<file path="src/rtl/control_event_fifo.sv">
// Multi-source input-event queue: one pending slot per source, a round-robin arbiter
// and a DEPTH-entry FIFO with a registered head, feeding the game core.
module control_event_fifo #(
    parameter int unsigned N_SRC  = 5,
    parameter int unsigned DEPTH  = 16,
    parameter int unsigned CODE_W = 4,
    parameter int unsigned DROP_W = 8
) (
    input  logic                      clk,
    input  logic                      reset_n,
    input  logic                      flush,
    input  logic [N_SRC-1:0]          src_valid,
    input  logic [N_SRC*CODE_W-1:0]   src_code,
    input  logic                      out_ready,
    output logic [CODE_W-1:0]         out_code,
    output logic                      out_valid,
    output logic [$clog2(DEPTH):0]    count,
    output logic                      full,
    output logic [DROP_W-1:0]         drop_cnt
);

    localparam int unsigned PTR_W  = $clog2(DEPTH);
    localparam int unsigned CNT_W  = PTR_W + 1;
    localparam int unsigned RR_W   = $clog2(N_SRC);
    localparam int unsigned DSUM_W = DROP_W + $clog2(N_SRC + 1);
    localparam logic [DROP_W-1:0] DROP_MAX = {DROP_W{1'b1}};

    logic [CODE_W-1:0] pend [N_SRC];
    logic [N_SRC-1:0]  pend_v;
    logic [RR_W-1:0]   rr_ptr;
    logic [CODE_W-1:0] mem [DEPTH];
    logic [PTR_W-1:0]  rd_ptr;
    logic [PTR_W-1:0]  wr_ptr;

    logic              pop;
    logic              accept;
    logic              grant;
    logic [RR_W-1:0]   grant_idx;
    logic [RR_W-1:0]   scan_idx;
    logic [CODE_W-1:0] push_code;
    logic [CODE_W-1:0] cap_code;
    logic [N_SRC-1:0]  load_n;
    logic [N_SRC-1:0]  pend_v_n;
    logic [N_SRC-1:0]  drops;
    logic [DSUM_W-1:0] drop_sum;
    logic [DROP_W-1:0] drop_n;
    logic [RR_W-1:0]   rr_n;
    logic [PTR_W-1:0]  rd_n;
    logic [PTR_W-1:0]  wr_n;
    logic [CNT_W-1:0]  count_n;
    logic [CODE_W-1:0] head_n;

    assign pop    = out_ready && out_valid && !flush;
    assign accept = !full || pop;

    // Round-robin scan starting at rr_ptr; at most one grant per cycle.
    always_comb begin
        grant     = 1'b0;
        grant_idx = '0;
        scan_idx  = '0;
        for (int k = 0; k < int'(N_SRC); k++) begin
            scan_idx = RR_W'((32'(rr_ptr) + 32'(k)) % N_SRC);
            if (!grant && accept && !flush && pend_v[scan_idx]) begin
                grant     = 1'b1;
                grant_idx = scan_idx;
            end
        end
        push_code = pend[grant_idx];
        rr_n      = rr_ptr;
        if (grant) begin
            rr_n = (grant_idx == RR_W'(N_SRC - 1)) ? '0 : grant_idx + RR_W'(1);
        end
    end

    // Pending-slot capture; a busy, ungranted slot keeps its event and the new one is dropped.
    always_comb begin
        pend_v_n = pend_v;
        load_n   = '0;
        drops    = '0;
        cap_code = '0;
        for (int i = 0; i < int'(N_SRC); i++) begin
            cap_code = src_code[i*CODE_W +: CODE_W];
            if (grant && grant_idx == RR_W'(i)) begin
                pend_v_n[i] = 1'b0;
            end
            if (src_valid[i] && cap_code != '0) begin
                if (!pend_v[i] || (grant && grant_idx == RR_W'(i))) begin
                    load_n[i]   = 1'b1;
                    pend_v_n[i] = 1'b1;
                end else begin
                    drops[i] = 1'b1;
                end
            end
        end
        if (flush) begin
            pend_v_n = '0;
            load_n   = '0;
            drops    = '0;
        end
        drop_sum = DSUM_W'(drop_cnt);
        for (int i = 0; i < int'(N_SRC); i++) begin
            drop_sum = drop_sum + DSUM_W'(drops[i]);
        end
        drop_n = (drop_sum > DSUM_W'(DROP_MAX)) ? DROP_MAX : DROP_W'(drop_sum);
    end

    // FIFO pointer/count update and next registered head.
    always_comb begin
        rd_n    = rd_ptr + PTR_W'(pop);
        wr_n    = wr_ptr + PTR_W'(grant);
        count_n = count + CNT_W'(grant) - CNT_W'(pop);
        if (flush) begin
            rd_n    = '0;
            wr_n    = '0;
            count_n = '0;
        end
        if (count_n == '0) begin
            head_n = '0;
        end else if (grant && wr_ptr == rd_n) begin
            head_n = push_code;
        end else begin
            head_n = mem[rd_n];
        end
    end

    always_ff @(posedge clk or negedge reset_n) begin
        if (!reset_n) begin
            pend_v    <= '0;
            rr_ptr    <= '0;
            rd_ptr    <= '0;
            wr_ptr    <= '0;
            count     <= '0;
            drop_cnt  <= '0;
            out_code  <= '0;
            out_valid <= 1'b0;
            full      <= 1'b0;
        end else begin
            pend_v    <= pend_v_n;
            rr_ptr    <= rr_n;
            rd_ptr    <= rd_n;
            wr_ptr    <= wr_n;
            count     <= count_n;
            drop_cnt  <= drop_n;
            out_code  <= head_n;
            out_valid <= (count_n != '0);
            full      <= (count_n == CNT_W'(DEPTH));
        end
    end

    // Storage needs no reset; validity lives in pend_v and count.
    always_ff @(posedge clk) begin
        if (grant) begin
            mem[wr_ptr] <= push_code;
        end
        for (int i = 0; i < int'(N_SRC); i++) begin
            if (load_n[i]) begin
                pend[i] <= src_code[i*CODE_W +: CODE_W];
            end
        end
    end

endmodule

</file>
<file path="config.mk">
export PLATFORM = sky130hd
export DESIGN_NAME = control_event_fifo
export DESIGN_NICKNAME = d
export VERILOG_FILES = /design/src/rtl/control_event_fifo.sv
export SDC_FILE = /design/constraint.sdc
export NUM_CORES = 1
export LEC_CHECK = 0
export CAP_MARGIN = 30
export CORE_ASPECT_RATIO = 1.5
export CORE_MARGIN = 5
export CORE_UTILIZATION = 45
export DETAILED_ROUTE_END_ITERATION = 6
export PLACE_DENSITY = 0.67
export SYNTH_ARGS = -nofsm -noshare
export SYNTH_HDL_FRONTEND = slang
export SYNTH_SLANG_ARGS = --single-unit
</file>
<file path="constraint.sdc">
create_clock -name clk -period 6.5 [get_ports clk]
set_clock_uncertainty 0.2 [all_clocks]
set_input_delay 1.625 -clock clk [delete_from_list [all_inputs] [get_ports clk]]
set_output_delay 1.625 -clock clk [all_outputs]
set_load 0.02 [all_outputs]
</file>
==> impl.org <==
** Status
- Outcome :: finished clean

** Clock tree
- The clock drives 119 sinks.
- The tree is rooted in a sky130_fd_sc_hd__clkbuf_16.
- Worst skew pair latency :: 0.41 ns
- H-Tree Depth :: 4
- The clock passes through at most 2 buffers.
- TritonCTS built the clock tree.
- The number of clock buffers added by TritonCTS is 17.
- Clock-pin slew was measured on the worst setup and hold paths at 0.06 ns.

** Route
- Antenna-violating nets left :: 0
- The final layout contains routed wiring with a total length of 19000 um.
- Using the TritonRoute via totals, the vias-per-cell ratio works out to 5.87.
- Average wire per standard cell :: 20.5 um
- Detailed-router iteration count before antenna repair :: 5
- Residual DRC :: 0
- For this block, the initial DRC count from the detailed router was 467.
- Routed via count :: 5446

** Yosys
- The synthesized design spends more area on one cell type than any other, namely sky130_fd_sc_hd__edfxtp_1.
- Number of enable-type register cells in the synthesized netlist :: 84
- Counting flops and latches in the post-synthesis netlist gives 119.
- Mapped Nets :: 691
- Sorting the synthesized cells by how often they occur yields sky130_fd_sc_hd__edfxtp_1 (84), sky130_fd_sc_hd__nor2_1 (36), sky130_fd_sc_hd__dfrtp_1 (35).
- Xor/xnor cell area share of the yosys netlist :: 2.60%
- Summing the areas of all fa, ha and maj instances in the mapped netlist gives 6.98% of the synthesized area.
- Summing the areas of all compound-gate instances in the mapped netlist gives 16.6% of the synthesized area.
- The most used flip-flop cell after synthesis is sky130_fd_sc_hd__edfxtp_1.
- Warnings from Yosys :: 0
- Dominant combinational cell family by area after synthesis :: compound AO/OA/AOI/OAI gates
- Synth Area in Simple Gates :: 15.1%
- The cell area that synthesis handed to floorplanning was 7060 um2.
- Synth Area per Inst :: 11.3 um2
- Number of cells produced by synthesis :: 625
- Yosys attributes the largest share of cell area to sky130_fd_sc_hd__edfxtp_1 (36%), sky130_fd_sc_hd__dfrtp_1 (12%), sky130_fd_sc_hd__ha_1 (5.8%), sky130_fd_sc_hd__mux2i_1 (4.0%), sky130_fd_sc_hd__a21oi_1 (2.1%).
- After synthesis, the share of flip-flops with an asynchronous set or reset is 29.4%.
- Dominant cell by count in the synthesized netlist :: sky130_fd_sc_hd__edfxtp_1
- Sequential elements use 48.1% of the synthesized area.
- Mux cell area share after synthesis :: 6.73%
- After synthesis, the largest area contributor takes up 35.7% of total cell area.
- Count of unique library cells instantiated by Yosys :: 78

** Critical path
- Crit-path most repeated cell :: sky130_fd_sc_hd__ha_2
- Slowest CP cell :: sky130_fd_sc_hd__fa_1
- STA classifies the critical path startpoint as a flip-flop.
- Counting cells, the worst reg-to-reg path comes to 27.
- Biggest fanout along the worst timing path :: 4
- On the worst path, the slowest cell contributes a delay of 0.50 ns.
- STA puts the critical path data required time at 6.60 ns.
- The critical path runs through a total of 27 cells.
- Start-to-end type of the worst setup path :: reg -> reg
- For the worst setup path, the data arrival time is 6.45 ns.
- STA classifies the critical path endpoint as a flip-flop.
- The number of buffers and inverters on the critical path is 5.
- Cell type group with the largest total delay on the critical path :: adder cells

** Final layout
- Final core utilization :: 57.0%
- Across the whole layout, storage elements account for 3400 um2.
- In the final design database the tool counted 778 nets.
- The number of antenna diodes in the final layout is 0.
- Total area of multi-input combinational cells :: 3670 um2
- The area growth from synthesis to layout is 25.6%.
- The post-route netlist has 22.6% of its cells at a drive strength greater than 1.
- Filler Cells Inserted :: 1304

** STA
- The number of slew-limit violations in the final report is 0.
- The worst path uses 97.7% of the clock period.
- For the finished layout, the period the worst path requires is 6.35 ns.
- Final hold violation count :: 0
- Slew at the pin closest to its max-slew limit :: 0.827 ns
- Number of setup violations in the final report :: 0
- Sum Neg Setup Slack :: 0 ns
- The worst pin sits at a relative slew slack of 44.9%.
- Fmax :: 158 MHz

** Floorplanning
- For this configuration, the core starts out at a cell density of 45.4%.
- Measured along the x axis, the die boundary spans 112 um.
- In this run the core area contains 56 standard-cell rows.
- DIE AREA :: 18400 um2
- The die is 163 um tall.
- After floorplanning, the core was sized to cover 15600 um2.
- I/O pin count :: 48

** Global routing
- First-pass GRT wire length :: 29200 um
- The number of antenna violations at the first check in global routing came to 0.
- For this run the aggregate overflow at the end of global routing stands at 0.
- The via count of the first global-routing pass is 5659.
- Entering global routing, the biggest net connects 36 pins.
- Total routing usage reported by global routing :: 20.4%

** Min path
- Hold depth :: 1
- The worst hold path belongs to the class reg -> reg.

** Place
- Final weighted congestion of routability-driven global placement :: 0.924
- Number of buffer cells added on primary ports :: 47
- DP Wirelength :: 14100 um

** Job
- Total of max-cap violations :: 0
-- cells in the final DEF, fill, tap and decap left out, types with 18 or more instances in the layout --
cell / count
sky130_fd_sc_hd__edfxtp_1: 84
sky130_fd_sc_hd__buf_4: 50
sky130_fd_sc_hd__clkdlybuf4s50_1: 46
sky130_fd_sc_hd__dfrtp_1: 34
sky130_fd_sc_hd__nand2_1: 32
sky130_fd_sc_hd__nor2_1: 32
sky130_fd_sc_hd__mux2i_1: 26
sky130_fd_sc_hd__a21oi_1: 24
sky130_fd_sc_hd__ha_1: 23
sky130_fd_sc_hd__nor3_1: 19
sky130_fd_sc_hd__inv_1: 18
-- sequential cells by signal, summed over array words and instances, names as in the netlist --
name and flops:
count 5, drop_cnt 8, full 1, mem 64, out_code 4, out_valid 1
pend 20, pend_v 5, rd_ptr 4, rr_ptr 3, wr_ptr 4
-- cell families (layout without fill, tap and decap cells) --
logic type	after synthesis	after routing
adders and majority gates	37	37
AOI/OAI and AO/OA	156	156
muxes	40	40
DFF	119	119
and+or+nand+nor	194	194
xor gates and xnor gates	21	21
buffers and inverters	58	158
-- timing repair --
item / 4_1_cts / 5_1_grt
endpoints found under the setup margin: 7 / 8
buffers inserted: 0 / 18
hold buffers: 0 / 0
resized for setup: 6 / 48
pin swaps: 0 / 24
-- stage by stage --
step	std cells	cell area, um2	setup slack, ns	hold WS, ns
after global placement	878	7910	0.0982	0.327
after detailed placement	878	7910	-0.0437	0.334
after floorplan	625	7120	0.00374	0.360
final	928	8870	0.152	0.351
after global routing	928	8870	-0.0533	0.402
after CTS	910	8510	0.0132	0.343
-- cell type report --
| class | instances | area share (%) |
|---|---|---|
| Timing Repair Buffer | 98 | 9.60 |
| Inverter | 28 | 1.34 |
| Clock inverter | 15 | 1.75 |
| Tap cell | 203 | 2.86 |
| Sequential cell | 119 | 38.3 |
| Multi-Input combinational cell | 448 | 41.3 |
| Clock buffer | 17 | 4.79 |
-- worst paths after layout --
check / startpoint / slack, ns / to
hold / removal: drop_cnt[6] / 0.35 / drop_cnt[6]
setup reg to reg: rr_ptr[1] / 0.15 / drop_cnt[4]
max in group asynchronous: reset_n / 4.40 / rr_ptr[2]
setup / recovery: rr_ptr[1] / 0.15 / drop_cnt[4]
hold reg to reg: drop_cnt[6] / 0.35 / drop_cnt[6]
min in group asynchronous: reset_n / 1.11 / count[4]
-- worst reg2reg max path, cell delays in order, from the launching register on --
cell and delay (ns):
sky130_fd_sc_hd__dfrtp_1 0.40, sky130_fd_sc_hd__inv_2 0.11, sky130_fd_sc_hd__ha_4 0.15, sky130_fd_sc_hd__inv_1 0.07
sky130_fd_sc_hd__ha_4 0.28, sky130_fd_sc_hd__inv_2 0.05, sky130_fd_sc_hd__ha_2 0.18, sky130_fd_sc_hd__or3_4 0.41
sky130_fd_sc_hd__buf_4 0.16, sky130_fd_sc_hd__o2111a_1 0.21, sky130_fd_sc_hd__a21boi_4 0.20, sky130_fd_sc_hd__a211oi_4 0.26
sky130_fd_sc_hd__mux2i_4 0.11, sky130_fd_sc_hd__a221oi_4 0.38, sky130_fd_sc_hd__mux2_4 0.26, sky130_fd_sc_hd__nand2_4 0.06
sky130_fd_sc_hd__buf_4 0.15, sky130_fd_sc_hd__ha_2 0.16, sky130_fd_sc_hd__a31o_4 0.25, sky130_fd_sc_hd__nor2_4 0.10
sky130_fd_sc_hd__fa_1 0.44, sky130_fd_sc_hd__fa_1 0.50, sky130_fd_sc_hd__ha_2 0.23, sky130_fd_sc_hd__fa_2 0.42
sky130_fd_sc_hd__a21oi_4 0.21, sky130_fd_sc_hd__nor2b_1 0.08, sky130_fd_sc_hd__xnor2_1 0.15, sky130_fd_sc_hd__nand2_1 0.06
-- routing by layer --
metal | part of all wire, % | up-vias | track usage [%]
met4 | 4.4 | 0 | 11.0
met2 | 56 | 176 | 38.5
met1 | 36 | 2670 | 21.3
met5 | 0 | - | 0
met3 | 3.7 | 61 | 3.45
li1 | - | 2539 | -
Power is not shown: default switching activity piles up to over one toggle a cycle in this logic, so the estimate is an artifact.
